File: src/rtl/hood_pkg.sv
// Shared types and defaults for the range-hood power controller
// and the exhaust block it drives.
package hood_pkg;

  typedef enum logic [1:0] {
    ST_OFF   = 2'd0,
    ST_ON    = 2'd1,
    ST_CLEAN = 2'd2
  } hood_state_t;

  typedef enum logic [1:0] {
    MODE_IDLE   = 2'd0,
    MODE_LEVEL1 = 2'd1,
    MODE_LEVEL2 = 2'd2,
    MODE_LEVEL3 = 2'd3
  } hood_mode_t;

  localparam int unsigned LONG_PRESS_S_DEF  = 3;
  localparam int unsigned GESTURE_WIN_S_DEF = 5;
  localparam int unsigned CLEAN_S_DEF       = 180;
  localparam int unsigned REMIND_S_DEF      = 36000;

  function automatic logic [15:0] sat_inc16(
    input logic [15:0] v
  );
    return (v == 16'hFFFF) ? v : v + 16'd1;
  endfunction

endpackage

File: src/rtl/tick_down_counter.sv
// 8-bit loadable seconds down-counter; stops at zero.
// Priority: clear, then load, then tick.
module tick_down_counter (
  input  logic       clk,
  input  logic       rst,
  input  logic       tick,
  input  logic       load,
  input  logic [7:0] load_val,
  input  logic       clear,
  output logic [7:0] count,
  output logic       zero
);

  logic [7:0] cnt_q, cnt_d;

  always_comb begin
    cnt_d = cnt_q;
    if (clear)
      cnt_d = 8'd0;
    else if (load)
      cnt_d = load_val;
    else if (tick && cnt_q != 8'd0)
      cnt_d = cnt_q - 8'd1;
  end

  always_ff @(posedge clk or negedge rst) begin
    if (!rst) cnt_q <= 8'd0;
    else      cnt_q <= cnt_d;
  end

  assign count = cnt_q;
  assign zero  = (cnt_q == 8'd0);

endmodule

File: src/rtl/hood_power_ctrl.sv
// Range-hood power/maintenance controller: on/off from keys and
// gestures, timed self-clean, run-time reminder.
module hood_power_ctrl
  import hood_pkg::*;
#(
  parameter int unsigned LONG_PRESS_S  = LONG_PRESS_S_DEF,
  parameter int unsigned GESTURE_WIN_S = GESTURE_WIN_S_DEF,
  parameter int unsigned CLEAN_S       = CLEAN_S_DEF,
  parameter int unsigned REMIND_S      = REMIND_S_DEF
) (
  input  logic        clk,
  input  logic        rst,
  input  logic        sec_tick,
  input  logic        power_key,
  input  logic        clean_key,
  input  logic        gesture_l,
  input  logic        gesture_r,
  input  logic        hood_busy,
  input  logic        hood_cd_active,
  output logic        is_on,
  output logic        clean_active,
  output logic [7:0]  clean_cd,
  output logic [15:0] work_sec,
  output logic        reminder,
  output logic [1:0]  state
);

  localparam logic [7:0]  HOLD_LAST = 8'(LONG_PRESS_S - 1);
  localparam logic [7:0]  WIN_LD    = 8'(GESTURE_WIN_S);
  localparam logic [7:0]  CLEAN_LD  = 8'(CLEAN_S);
  localparam logic [15:0] REMIND_W  = 16'(REMIND_S);

  hood_state_t state_q, state_d;
  logic        pk_q, pk_prev_q;
  logic        ck_q, ck_prev_q;
  logic [7:0]  hold_cnt_q, hold_cnt_d;
  logic        hold_ok_q, hold_ok_d;
  logic [15:0] work_sec_q, work_sec_d;
  logic        reminder_q, reminder_d;
  logic        is_on_q, clean_active_q;

  logic        pk_rise, ck_rise, idle;
  logic        g_l, g_r, armed, hold_done, clean_done;
  logic        state_chg, gw_load, gw_zero;
  logic        cd_load, cd_clear, cd_tick;
  logic [7:0]  gw_cnt, cd_cnt;

  assign pk_rise = pk_q & ~pk_prev_q;
  assign ck_rise = ck_q & ~ck_prev_q;
  assign idle    = ~hood_busy & ~hood_cd_active;
  assign g_l     = gesture_l & ~gesture_r;
  assign g_r     = gesture_r & ~gesture_l;
  assign armed   = ~gw_zero;

  assign hold_done = sec_tick & pk_q & hold_ok_q
                   & (hold_cnt_q == HOLD_LAST);
  assign clean_done = (state_q == ST_CLEAN) & sec_tick
                    & (cd_cnt == 8'd1);

  always_comb begin
    state_d = state_q;
    gw_load = 1'b0;
    unique case (state_q)
      ST_OFF: begin
        if (pk_rise)          state_d = ST_ON;
        else if (g_r && armed) state_d = ST_ON;
        else if (g_l)          gw_load = 1'b1;
      end
      ST_ON: begin
        if (hold_done)                 state_d = ST_OFF;
        else if (ck_rise && idle)      state_d = ST_CLEAN;
        else if (g_l && armed && idle) state_d = ST_OFF;
        else if (g_r)                  gw_load = 1'b1;
      end
      ST_CLEAN: begin
        if (clean_done || hold_done) state_d = ST_OFF;
      end
      default: state_d = ST_OFF;
    endcase
  end

  assign state_chg = (state_d != state_q);
  assign cd_load   = (state_q == ST_ON) && (state_d == ST_CLEAN);
  assign cd_clear  = (state_q == ST_CLEAN) && state_chg;
  assign cd_tick   = sec_tick && (state_q == ST_CLEAN);

  // The press that turned the hood on must be released first.
  always_comb begin
    hold_cnt_d = hold_cnt_q;
    hold_ok_d  = hold_ok_q;
    if (state_chg) begin
      hold_cnt_d = 8'd0;
      hold_ok_d  = 1'b0;
    end else if (!pk_q) begin
      hold_cnt_d = 8'd0;
      hold_ok_d  = 1'b1;
    end else if (sec_tick && hold_ok_q && state_q != ST_OFF) begin
      hold_cnt_d = hold_cnt_q + 8'd1;
    end
  end

  always_comb begin
    work_sec_d = work_sec_q;
    reminder_d = (work_sec_q >= REMIND_W);
    if (clean_done) begin
      work_sec_d = 16'd0;
      reminder_d = 1'b0;
    end else if (state_q == ST_ON && hood_busy && sec_tick) begin
      work_sec_d = sat_inc16(work_sec_q);
    end
  end

  always_ff @(posedge clk or negedge rst) begin
    if (!rst) begin
      state_q        <= ST_OFF;
      pk_q           <= 1'b0;
      pk_prev_q      <= 1'b0;
      ck_q           <= 1'b0;
      ck_prev_q      <= 1'b0;
      hold_cnt_q     <= 8'd0;
      hold_ok_q      <= 1'b0;
      work_sec_q     <= 16'd0;
      reminder_q     <= 1'b0;
      is_on_q        <= 1'b0;
      clean_active_q <= 1'b0;
    end else begin
      state_q        <= state_d;
      pk_q           <= power_key;
      pk_prev_q      <= pk_q;
      ck_q           <= clean_key;
      ck_prev_q      <= ck_q;
      hold_cnt_q     <= hold_cnt_d;
      hold_ok_q      <= hold_ok_d;
      work_sec_q     <= work_sec_d;
      reminder_q     <= reminder_d;
      is_on_q        <= (state_d == ST_ON);
      clean_active_q <= (state_d == ST_CLEAN);
    end
  end

  tick_down_counter u_gesture_win (
    .clk      (clk),
    .rst      (rst),
    .tick     (sec_tick),
    .load     (gw_load),
    .load_val (WIN_LD),
    .clear    (state_chg),
    .count    (gw_cnt),
    .zero     (gw_zero)
  );

  tick_down_counter u_clean_cd (
    .clk      (clk),
    .rst      (rst),
    .tick     (cd_tick),
    .load     (cd_load),
    .load_val (CLEAN_LD),
    .clear    (cd_clear),
    .count    (cd_cnt),
    .zero     ()
  );

  assign is_on        = is_on_q;
  assign clean_active = clean_active_q;
  assign clean_cd     = cd_cnt;
  assign work_sec     = work_sec_q;
  assign reminder     = reminder_q;
  assign state        = state_q;

endmodule

File: config.mk
export PLATFORM = sky130hd
export DESIGN_NAME = hood_power_ctrl
export DESIGN_NICKNAME = d
export VERILOG_FILES = /design/src/rtl/hood_pkg.sv /design/src/rtl/tick_down_counter.sv /design/src/rtl/hood_power_ctrl.sv
export SDC_FILE = /design/constraint.sdc
export NUM_CORES = 1
export LEC_CHECK = 0
export BUFFER_PORTS_ARGS = -buffer_cell sky130_fd_sc_hd__buf_2
export CORE_UTILIZATION = 63
export DETAILED_ROUTE_END_ITERATION = 8
export GPL_ROUTABILITY_DRIVEN = 1
export GPL_TIMING_DRIVEN = 1
export PLACE_DENSITY = 0.83
export SLEW_MARGIN = 20
export SYNTH_ARGS = -nofsm -noshare
export SYNTH_HDL_FRONTEND = slang
export SYNTH_HIERARCHICAL = 1
export SYNTH_SLANG_ARGS = --single-unit
export TNS_END_PERCENT = 5
File: constraint.sdc
create_clock -name clk -period 5.4 [get_ports clk]
set_input_delay 0.81 -clock clk [delete_from_list [all_inputs] [get_ports clk]]
set_output_delay 0.81 -clock clk [all_outputs]
set_load 0.05 [all_outputs]
After elaboration in Yosys (flattened, before gate mapping) --
Index checks and enable logic that the tools add are counted.
Cells by class: equal/unequal tests 11, reductions and logical operators 23, add/sub/neg operators 4, $lt $le $gt $ge 1, multiplexer cells 30, bitwise operators 17
Operators with widths (count):
- two-way mux 8 bit | 9
- two-way mux 16 bit | 3
- adder 16 x 1 -> 16 bit, second input constant | 1
- == test 16 bit, second input constant | 1
- greater-or-equal comparator 16 bit, second input constant | 1
- nonzero test 8 bit | 2
- subtractor 8 x 1 -> 8 bit, second input constant | 2
- logical AND 1 bit | 13
- two-way mux 2 bit | 6
- AND 1 bit | 10
- two-way mux 1 bit | 10
- adder 8 x 1 -> 8 bit, second input constant | 1
- == test 8 x 1 -> 1 bit, second input constant | 1
- == test 8 x 2 -> 1 bit, second input constant | 1
- logical NOT 8 bit | 1
- NOT 1 bit | 7
- case mux 2 bit (3 select lines) | 1
- nonzero test 3 bit | 2
- == test 2 x 1 -> 1 bit, second input constant | 2
- == test 2 bit, second input constant | 2
- nonzero test 2 bit | 2
- != test 3 x 1 -> 1 bit, second input constant | 1
- logical NOT 2 bit | 1
- != test 2 x 1 -> 1 bit, second input constant | 1
- other kinds (5) | 5
Word-level totals: register bits 50

Depth between registers and ports, before layout --
depth after elaboration 12, depth in mapped cells 11, mapped depth without buffers 10

Modules after synthesis --
The synthesis kept the hierarchy.
By module, submodules not included:
- hood_power_ctrl | cells an instance 208, area each 1951.9 um2, times used 1
- tick_down_counter | cells an instance 61, area each 555.5 um2, times used 2

Least setup slack after synthesis --
No wires, ideal clock.
kind input port to flip-flop, start input hood_cd_active, end register u_gesture_win.cnt_q[1], in the netlist u_gesture_win/count[1], stages on the path 8, library setup time 0.078 ns, slack 2.904 ns, data arrival time 2.418 ns, required time 5.322 ns, cell sequence nor4b_1 a311oi_1 nand3b_1 o21ai_0 inv_1 clkbuf_1 o221ai_1 a21oi_1
On the way: word-level cells in the longest chain between the ends 9, elaborated cells on any way between the ends 16, those cells by class 1 x eq/ne; 10 x mux; 2 x bitwise; 3 x reduce/logical
Ends and longest elaborated chain:
- start, declared | line hood_power_ctrl.sv:19 | input logic hood_cd_active,
- NOT 1 bit (*) | line hood_power_ctrl.sv:50 | assign idle = ~hood_busy & ~hood_cd_active;
- AND 1 bit (*) | line hood_power_ctrl.sv:50
- logical AND 1 bit | line hood_power_ctrl.sv:72 | else if (g_l && armed && idle) state_d = ST_OFF;
- two-way mux 1 bit | line hood_power_ctrl.sv:72
- two-way mux 1 bit (*) | line hood_power_ctrl.sv:71 | else if (ck_rise && idle) state_d = ST_CLEAN;
- two-way mux 1 bit (*) | line hood_power_ctrl.sv:70 | if (hold_done) state_d = ST_OFF;
- case mux 1 bit (2 select lines) (*) | line hood_power_ctrl.sv:63 | unique case (state_q)
- net gw_load | line hood_power_ctrl.sv:44 | logic state_chg, gw_load, gw_zero;
- two-way mux 8 bit | line tick_down_counter.sv:20 | else if (load)
- two-way mux 8 bit | line tick_down_counter.sv:18 | if (clear)
- end signal, assigned | line tick_down_counter.sv:28 | else cnt_q <= cnt_d;
- end, declared | line tick_down_counter.sv:14 | logic [7:0] cnt_q, cnt_d;
The timed path passes the listed nets; every way through them passes the cells marked *. A chain may end at the register's enable or synchronous reset.

Worst setup path in the final report --
start register hold_cnt_q[0], end register u_gesture_win.cnt_q[6], in the netlist u_gesture_win/count[6]
On the way: elaborated cells on any way between the ends 12, those cells by class 2 x eq/ne; 7 x mux; 1 x bitwise; 2 x reduce/logical
RTL lines:
- start, declared | line hood_power_ctrl.sv:36 | logic [7:0] hold_cnt_q, hold_cnt_d;
- start signal, assigned | line hood_power_ctrl.sv:132 | hold_cnt_q <= hold_cnt_d;
- == test 8 x 2 -> 1 bit (*) | line hood_power_ctrl.sv:56 | & (hold_cnt_q == HOLD_LAST);
- AND 1 bit (*) | line hood_power_ctrl.sv:56
- two-way mux 1 bit (*) | line hood_power_ctrl.sv:70
- case mux 1 bit (2 select lines) (*) | line hood_power_ctrl.sv:63
- net gw_load | line hood_power_ctrl.sv:44
- two-way mux 8 bit | line tick_down_counter.sv:20
- two-way mux 8 bit | line tick_down_counter.sv:18
Marks and branches as above.

==> impl_metrics.toml <==
[drt]
ant_nets = 0
wl_mm = 6.69
initialDrtViolationCount = 192
via_per_inst = 6.08
drc = 0
wl_per_cell_um = 15.4
drt_first_pass_iters = 4
vias = 2639

[die]
core_mm2 = 0.00469
placementRows = 25
initial_utilization_pct = 65.3
fp.dieW_um = 71.7
ios = 38
die_y_um = 71.7
dieArea_mm2 = 0.00514

[timing]
hold_viol = 0
finalSetupViolCount = 0
period_share_pct = 52.9
skew_ns = 0.00971
rsz0062_at_grt = "no"
fin_ws_ns = 2.54
worst_pin_slew_ns = 0.835
finalMaxSlewViolations = 0
maxSlewHeadroom_pct = 43.9
period_minus_slack_ns = 2.86
final.setup.tns_ns = 0
fmax_ghz = 0.350

[setup_path]
critPathArrivalTime_ns = 3.06
worstReg2RegEnd = "u_gesture_win/count[6]$_DFFE_PN0P_"
worstPathMaxFanout = 14
timing.rr.start = "hold_cnt_q[0]$_DFFE_PN0P_"
crit_type = "flip-flop to flip-flop"
cp-end-kind = "flip-flop"
required_ns = 5.60
rrSetupSlack_ns = 2.54
r2r.worst_path.cells = 9
cp-start-kind = "flip-flop"

[synthesis]
syn_inst = 330
synth_compound_area_share_pct = 15.7
ys.flop_type = "dfrtp_1"
synthMuxAreaShare_pct = 3.27
syn_area_mm2 = 0.00306
avgSynthCellArea_um2 = 9.28
ys_types = 54
synth-adder-area-share_pct = 3.27
synthTopCellsByArea = "dfrtp_1, nand2_1, xnor2_1, nor3_1, ha_1"
synth_top_area_share_pct = 40.8
synthTopCellsByCount = "dfrtp_1, nand2_1, nor3_1"
async_reset_ff_share_pct = 100
yosysMostFrequentCell = "dfrtp_1"
synth_top_family_by_area = "simple AND/OR/NAND/NOR gates"
ys_seq_area_share_pct = 40.8
ys_seq_elements = 50
synth_edf_count = 0
synth_xor_area_share_pct = 4.86
synth_simple_gate_area_share_pct = 28.1
yosysWarnings = 6
synth_top_cell_by_area = "dfrtp_1"

[global_routing]
grt_usage_pct = 27.6
grt_pass1_wl_mm = 11.3
grt_max_degree = 51
grt_pass1_vias = 2478
antenna_found_initial = 0
grt_remaining_overflow = 0

[clock_tree]
cts-hold-fix-buffers = 0
cts_buffer_depth = 2
postCtsResizedCells = 0
clk_pin_slew_worst_paths_ns = 0.09
htreeDepth = 2
cts_sinks = 50
ctsRootBufferMaster = "clkbuf_8"
cts_tree = "yes"
clk-insertion-delay-late_ns = 0.32
cts_setup_buffers = 0
cts_buffers = 5

[worst_hold_path]
worstHoldEndpoint = "ck_prev_q$_DFF_PN0_"
min_from = "ck_q$_DFF_PN0_"
hp-class = "flip-flop to flip-flop"
hold_path_depth = 0

[power_and_ir_drop]
peakVddDrop_mv = 0.282
combPwrFrac_pct = 45.5
leakagePower_uw = 0.00148
switching_share_pct = 48.2
finalPower_uw = 1550
p_clk_share_pct = 15.0
power.internal_uw = 803
power_density_mw_per_mm2 = 453
seqPwrFrac_pct = 39.5
p_sw_uw = 747

[layout]
drive_above_1_share_pct = 16.8
fin_area_mm2 = 0.00342
layout.cells.non_filler = 434
nFillCells = 377
synthToLayoutAreaGrowth_pct = 11.8
diodes = 0
finalNetCount = 396

[job]
max_cap_violations = 0

[placed_design]
pre_cts_ws_ns = 2.26
placed_cells = 426
dpl-instance-area_mm2 = 0.00333
dpl.hpwl_mm = 4.69
place.gp.congestion = 0.805
portBuffers = 37

[outcome]
outcome = "complete, no violations"
worst max-delay path, cell delays in order, from the launching register on:
cell and delay (ns):
dfrtp_1 0.40, inv_1 0.06, ha_1 0.18, nor4b_1 0.18, a311oi_1 0.67, nand3b_1 0.12
o21ai_0 0.25, inv_1 0.36, and4_1 0.29, a2111oi_2 0.22
flip-flops by register name (all words and copies together), names as in the netlist, 2 cells and up:
| signal | cells |
|---|---|
| work_sec | 16 |
| u_clean_cd/count | 8 |
| u_gesture_win/count | 8 |
| state | 2 |
| hold_cnt_q | 8 |
power by group through the flow:
| stage | sequential [µW] | combinational, µW | clock, µW |
|---|---|---|---|
| floorplan | 776 | 372 | 0 |
| global placement | 609 | 681 | 0 |
| detailed placement | 613 | 699 | 0 |
| CTS | 608 | 705 | 231 |
| global route | 629 | 761 | 249 |
| finish | 612 | 705 | 233 |
per-layer routing:
metal	vias to the layer above	track usage [%]	part of all wire [%]	wire, µm
li1	1306	-	-	-
met2	48	46.2	50	3320
met5	-	0	0	0
met1	1276	36.3	45	3040
met3	9	5.77	3.7	247
met4	0	8.28	1.3	86
through the flow:
stage	util, %	hold WS [ns]
final	73.0	0.421
after global routing	73.0	0.433
after CTS	72.9	0.420
after detailed placement	71.0	0.399
after global placement	71.0	0.401
after floorplan	-	0.346
area by class of cell:
cell class	instances	area, µm²	area share (%)
multi-input cells	265	1750	51.1
clock buffers	7	86.3	2.52
inverters	20	75.1	2.19
well taps	54	67.6	1.97
clock inverters	1	5.00	0.146
repair buffers	37	188	5.48
flip-flops and latches	50	1250	36.5
kinds of logic (layout without fill, tap and decap cells):
kind of cell,Yosys count,count (layout)
adders and majority gates,8,8
DFF,50,50
and+or+nand+nor,148,148
other,2,16
xor gates and xnor gates,17,17
muxes,10,10
buffers and inverters,29,65
AOI/OAI and AO/OA,66,66
how the worst max path moves through the flow:
stage | from | to | slack [ns] | depth (start not counted)
CTS | hold_cnt_q[0]$_DFFE_PN0P_ | u_gesture_win/count[6]$_DFFE_PN0P_ | 2.54 | 9
global placement | sec_tick | u_gesture_win/count[6]$_DFFE_PN0P_ | 2.44 | 8
floorplan | hood_cd_active | u_gesture_win/count[1]$_DFFE_PN0P_ | 2.90 | 8
finish | hold_cnt_q[0]$_DFFE_PN0P_ | u_gesture_win/count[6]$_DFFE_PN0P_ | 2.54 | 9
detailed placement | sec_tick | u_gesture_win/count[6]$_DFFE_PN0P_ | 2.26 | 8
global route | hold_cnt_q[0]$_DFFE_PN0P_ | u_gesture_win/count[6]$_DFFE_PN0P_ | 2.31 | 9
cell usage in the layout, fill, tap and decap left out, types with 4 or more instances in the layout:
cell type   n
or4_1       7
inv_1      20
or3_1       4
clkbuf_8    6
xnor2_1    13
dfrtp_1    50
nor4b_2     4
nor3_1     21
nand4_1    10
nand2b_1    9
o21ai_0     8
buf_2      36
o211ai_1    5
conb_1     16
nor3b_1     4
a211oi_1   12
mux2i_1    10
xor2_1      4
a21oi_1    15
nand2_1    33
a31oi_1     5
nand3_1     8
ha_1        8
nor2_1     17
nor4b_1     5
(Power assumes the default switching activity.)
